`src/rtl/serial_buf_pkg.sv`:
```
// Shared definitions for the serial buffer blocks: default frame width,
// receive FSM state encoding and the bit-counter width helper.
package serial_buf_pkg;

  localparam int DATA_W_DEF = 8;

  typedef enum logic {
    IDLE  = 1'b0,
    SHIFT = 1'b1
  } state_t;

  // Counter must be able to hold DATA_W itself.
  function automatic int cnt_width(input int data_w);
    return $clog2(data_w + 1);
  endfunction

endpackage

```
`src/rtl/serial_in_buffer_hold.sv`:
```
// Single-entry output register for assembled words: valid/ready handshake,
// overrun detection and the sticky overrun flag.
module serial_in_buffer_hold
  import serial_buf_pkg::*;
#(
  parameter int DATA_W = DATA_W_DEF
) (
  input  logic              clk_in,
  input  logic              rst_in,
  input  logic              load_in,
  input  logic [DATA_W-1:0] word_in,
  input  logic              ready_in,
  input  logic              clear_in,
  output logic [DATA_W-1:0] vect_out,
  output logic              valid_out,
  output logic              overrun_out
);

  // Handshake: a word moves to the consumer on any edge where valid_out and
  // ready_in are both high; vect_out is held stable while valid_out is high.
  logic [DATA_W-1:0] r_vect;
  logic              r_valid;
  logic              r_overrun;
  logic              w_xfer;
  logic              w_accept;
  logic              w_overrun_ev;

  assign w_xfer       = r_valid & ready_in;
  assign w_accept     = load_in & (~r_valid | ready_in);
  assign w_overrun_ev = load_in & r_valid & ~ready_in;

  always_ff @(posedge clk_in or negedge rst_in) begin
    if (!rst_in) begin
      r_vect    <= '0;
      r_valid   <= 1'b0;
      r_overrun <= 1'b0;
    end else begin
      if (w_accept) begin
        r_vect  <= word_in;
        r_valid <= 1'b1;
      end else if (w_xfer) begin
        r_valid <= 1'b0;
      end
      // A new event outranks a simultaneous clear.
      if (w_overrun_ev)  r_overrun <= 1'b1;
      else if (clear_in) r_overrun <= 1'b0;
    end
  end

  assign vect_out    = r_vect;
  assign valid_out   = r_valid;
  assign overrun_out = r_overrun;

endmodule

```
`src/rtl/serial_in_buffer.sv`:
```
// Serial-to-parallel receiver: start-strobe framed bit stream in, DATA_W-bit
// words out through a single-entry valid/ready holding register.
module serial_in_buffer
  import serial_buf_pkg::*;
#(
  parameter int DATA_W    = DATA_W_DEF,
  parameter bit MSB_FIRST = 1'b1
) (
  input  logic              clk_in,
  input  logic              rst_in,
  input  logic              serial_in,
  input  logic              start_in,
  input  logic              ready_in,
  input  logic              clear_in,
  output logic [DATA_W-1:0] vect_out,
  output logic              valid_out,
  output logic              busy_out,
  output logic              overrun_out,
  output logic              frame_err_out,
  output state_t            state_out
);

  localparam int             CNT_W    = cnt_width(DATA_W);
  localparam logic [CNT_W-1:0] CNT_ONE  = CNT_W'(1);
  localparam logic [CNT_W-1:0] CNT_LAST = CNT_W'(DATA_W - 1);

  state_t            r_state;
  state_t            w_state_nxt;
  logic [CNT_W-1:0]  r_cnt;
  logic [CNT_W-1:0]  w_cnt_nxt;
  logic [DATA_W-1:0] r_shift;
  logic [DATA_W-1:0] w_shift_nxt;
  logic [DATA_W-1:0] w_shift_in;
  logic              w_frame_done;
  logic              w_frame_err;
  logic              r_frame_err;

  // A restarted frame shifts over stale bits; they are all gone by its last bit.
  assign w_shift_in = MSB_FIRST ? {r_shift[DATA_W-2:0], serial_in}
                                : {serial_in, r_shift[DATA_W-1:1]};

  always_ff @(posedge clk_in or negedge rst_in) begin
    if (!rst_in) begin
      r_state     <= IDLE;
      r_cnt       <= '0;
      r_shift     <= '0;
      r_frame_err <= 1'b0;
    end else begin
      r_state <= w_state_nxt;
      r_cnt   <= w_cnt_nxt;
      r_shift <= w_shift_nxt;
      if (w_frame_err)   r_frame_err <= 1'b1;
      else if (clear_in) r_frame_err <= 1'b0;
    end
  end

  always_comb begin
    w_state_nxt  = r_state;
    w_cnt_nxt    = r_cnt;
    w_shift_nxt  = r_shift;
    w_frame_done = 1'b0;
    w_frame_err  = 1'b0;
    case (r_state)
      IDLE: begin
        if (start_in) begin
          w_shift_nxt = w_shift_in;
          w_cnt_nxt   = CNT_ONE;
          w_state_nxt = SHIFT;
        end
      end
      SHIFT: begin
        w_shift_nxt = w_shift_in;
        if (start_in) begin
          w_frame_err = 1'b1;
          w_cnt_nxt   = CNT_ONE;
        end else if (r_cnt == CNT_LAST) begin
          w_frame_done = 1'b1;
          w_cnt_nxt    = '0;
          w_state_nxt  = IDLE;
        end else begin
          w_cnt_nxt = r_cnt + CNT_ONE;
        end
      end
      default: w_state_nxt = IDLE;
    endcase
  end

  serial_in_buffer_hold #(
    .DATA_W (DATA_W)
  ) u_hold (
    .clk_in      (clk_in),
    .rst_in      (rst_in),
    .load_in     (w_frame_done),
    .word_in     (w_shift_in),
    .ready_in    (ready_in),
    .clear_in    (clear_in),
    .vect_out    (vect_out),
    .valid_out   (valid_out),
    .overrun_out (overrun_out)
  );

  assign busy_out      = (r_state == SHIFT);
  assign frame_err_out = r_frame_err;
  assign state_out     = r_state;

endmodule
```
`config.mk`:
```
export PLATFORM = sky130hd
export DESIGN_NAME = serial_in_buffer
export DESIGN_NICKNAME = d
export VERILOG_FILES = /design/src/rtl/serial_buf_pkg.sv /design/src/rtl/serial_in_buffer_hold.sv /design/src/rtl/serial_in_buffer.sv
export SDC_FILE = /design/constraint.sdc
export NUM_CORES = 1
export LEC_CHECK = 0
export BUFFER_PORTS_ARGS = -buffer_cell sky130_fd_sc_hd__clkbuf_2
export CAP_MARGIN = 20
export CORE_MARGIN = 5
export CORE_UTILIZATION = 60
export CTS_BUF_LIST = sky130_fd_sc_hd__clkbuf_2
export DETAILED_ROUTE_END_ITERATION = 10
export PLACE_DENSITY = 0.9
export SETUP_SLACK_MARGIN = 0.02
export SLEW_MARGIN = 20
export SYNTH_ARGS = -nofsm -noshare
export SYNTH_HDL_FRONTEND = slang
export SYNTH_HIERARCHICAL = 1
export SYNTH_SLANG_ARGS = --single-unit
export TNS_END_PERCENT = 30
```
`constraint.sdc`:
```
create_clock -name clk_in -period 3.1 [get_ports clk_in]
set_input_delay 0.62 -clock clk_in [delete_from_list [all_inputs] [get_ports clk_in]]
set_output_delay 0.62 -clock clk_in [all_outputs]
set_load 0.02 [all_outputs]
```
==> flow_summary_export.csv <==
group,metric,value,unit
setup_path,critPathCaptureType,"output pin",
floorplan,rows,15,
setup_path,required,2480,ps
synthesis,synth_common_cells,"dfrtp_1, mux2_4, inv_1, nor2b_1",
pwr,pwr-share-clk,14.8,%
sta,tightest_slew,534,ps
clock_network,cts_hold_buf,0,
routing,drc,0,
sta,fmax,528,MHz
sta,rsz0062_at_grt,"false",
synthesis,yosysMostFrequentCell,"dfrtp_1",
clock_network,ctsResizeCount,0,
setup_path,crit_path_start_kind,"flip-flop",
sta,setup_tns,0,ps
pwr,leakage,0.609,nW
setup_path,cp_cell_sequence,"clkbuf_2",
sta,fin_crit_sh,61.1,%
floorplan,start_util,61.2,%
floorplan,fp.dieW,51.5,um
setup_path,critPathTopFamily,"flip-flops",
routing,routed_via_density,5.55,
pwr,swShare,32.8,%
synthesis,synthesis.area,1030,um2
layout,areaGrowthSynthToFinish,10.2,%
setup_path,crit_buf_inv,1,
clock_network,root_buffer,"clkbuf_2",
layout,drive_above_1_share,48.8,%
sta,fin_skew,1.05,ps
synthesis,yosysSeqAreaShare,55.7,%
worst_hold_path,hold_path_class,"primary input to asynchronous set/reset pin",
clock_network,clock_path_buffers,2,
setup_path,slowest_delay,690,ps
synthesis,synth_top_area_share,55.7,%
job,cap_violations,0,
sta,slew_violations,0,
sta,period_minus_slack,1890,ps
pwr,p_switching,0.000254,W
synthesis,synth-edff-count,0,
layout,fin_util,67.4,%
placed_design,placed_cells,99,
sta,final_hold_viol_count,0,
synthesis,synthCells,67,
pwr,power.density,682,nW/um2
setup_path,path_max_fanout,12,
global_route,antenna_found_initial,0,
setup_path,cp_slowest_cell,"dfrtp_1",
placed_design,place.gp.congestion,0.715,
global_route,grt_pass1_wl,2700,um
global_route,overflow,0,
routing,num_vias,572,
clock_network,post_cts_buffers,0,
layout,fillCellCount,128,
synthesis,yosysWarnings,6,
sta,slew_headroom,64.4,%
layout,diodes,0,
routing,dr.pass1.iters,4,
synthesis,async_flop_share,100,%
synthesis,synth_nets,74,
routing,routedWlPerCell,14.9,um
clock_network,cts_sinks,23,
routing,wirelength,1540,um
pwr,combinationalPowerShare,32.2,%
routing,drtIter0Drc,2,
layout,multi_input_area,420,um2
clock_network,numCtsBuffers,3,
global_route,track_usage,14.0,%
layout,final_nets,94,
status,status,"finished clean",
sta,setup_violations,0,
global_route,grt_max_degree,24,
layout,instances_no_fill,103,
layout,seqCellArea,576,um2
synthesis,synth_area_leaders,"dfrtp_1, mux2_4, nor2_8",
placed_design,numPortBuffers,18,
pwr,p_seq_share,53.0,%
placed_design,dpl.hpwl,1200,um
synthesis,syn_avg_cell_area,15.4,um2
synthesis,synth_ff_type,"dfrtp_1",
clock_network,clkLatencyLatePin,320,ps
pwr,ir_drop,351,uV
pwr,p_int,0.000522,W
clock_network,cts_tree,"built",
global_route,grt_pass1_vias,585,
clock_network,clk_pin_slew,200,ps
clock_network,cts_max_level,1,
synthesis,yosysTopAreaCell,"dfrtp_1",
floorplan,io_pins,19,
synthesis,ys_types,23,
floorplan,dieHeight,51.5,um
routing,ant_nets,0,
synthesis,synth-seq-cells,23,
floorplan,core-area,1690,um2
setup_path,crit_type,"flip-flop to output pin",
setup_path,arrival,1270,ps
floorplan,dieArea,2650,um2
==> layout by cell type (no fill, tap or decap) <==
| master | synthesis | routed |
|---|---|---|
| a211o_1 | 1 | 1 |
| a21bo_1 | 1 | 1 |
| a21o_1 | 1 | 1 |
| a21oi_1 | 1 | 1 |
| clkbuf_2 | 0 | 21 |
| clkinv_2 | 0 | 1 |
| dfrtp_1 | 23 | 23 |
| ha_1 | 1 | 1 |
| inv_1 | 3 | 3 |
| mux2_4 | 16 | 16 |
| mux2i_1 | 1 | 1 |
| nand2_1 | 2 | 2 |
| nand2_4 | 1 | 1 |
| nand2b_4 | 1 | 1 |
| nand3b_1 | 2 | 2 |
| nand4_2 | 1 | 1 |
| nor2_1 | 1 | 1 |
| nor2_8 | 1 | 1 |
| nor2b_1 | 3 | 3 |
| nor3_1 | 1 | 1 |
| nor3b_1 | 1 | 1 |
| o21ai_1 | 1 | 1 |
| o22ai_1 | 1 | 1 |
==> registers in the layout, indices dropped and copies added (netlist names) <==
signal              flops
busy_out                1
frame_err_out           1
r_cnt                   4
r_shift                 7
u_hold/overrun_out      1
u_hold/valid_out        1
u_hold/vect_out         8
==> layout make-up <==
class,count,area share [%]
Inverter,3,0.989
Timing Repair Buffer,18,7.91
Tap cell,17,1.87
Multi-Input combinational cell,38,36.9
Clock inverter,1,0.440
Clock buffer,3,1.32
Sequential cell,23,50.5
==> per-stage QoR <==
step | hold slack, ps | setup WS, ps | instance area, um2 | power, W
after floorplan | 324 | 1340 | 1030 | 0.000591
after global placement | 493 | 1220 | 1120 | 0.000661
after detailed placement | 492 | 1180 | 1120 | 0.000672
after CTS | 239 | 1190 | 1140 | 0.000785
after global routing | 235 | 1060 | 1140 | 0.000822
final | 227 | 1210 | 1140 | 0.000776
==> kinds of logic (layout without fill, tap and decap cells) <==
logic type | Yosys count | in the layout | share of synthesized area (%)
buf+inv | 6 | 25 | 3.63
fa+ha+maj | 1 | 1 | 1.21
flops | 23 | 23 | 55.7
mux | 17 | 17 | 24.2
simple gates | 14 | 14 | 11.1
compound gates | 6 | 6 | 4.12
==> power groups by stage <==
stage	logic [W]	registers (W)	clock network (W)
6_report	0.000250	0.000411	0.000115
5_1_grt	0.000266	0.000424	0.000132
4_1_cts	0.000254	0.000413	0.000118
3_5_place_dp	0.000253	0.000419	0
3_3_place_gp	0.000247	0.000414	0
2_1_floorplan	0.000117	0.000474	0
==> final timing paths <==
check,startpoint,to,slack (ps),depth (start not counted)
worst max-delay path,busy_out,state_out,1210,1
worst min register to register,u_hold/vect_out[2],u_hold/vect_out[2],540,1
max in group asynchronous,rst_in,r_shift[3],2520,1
worst min-delay path,rst_in,r_cnt[3],230,1
worst max register to register,r_cnt[0],u_hold/vect_out[5],1240,5
min in group clk_in,clear_in,frame_err_out,460,2
==> layer usage <==
layer | global-route usage (%) | vias up | share of wire [%]
li1 | - | 270 | -
met1 | 19.2 | 283 | 44
met2 | 21.6 | 15 | 48
met3 | 2.58 | 4 | 5.5
met4 | 6.55 | 0 | 1.6
met5 | 0 | - | 0
(Power assumes the default switching activity.)
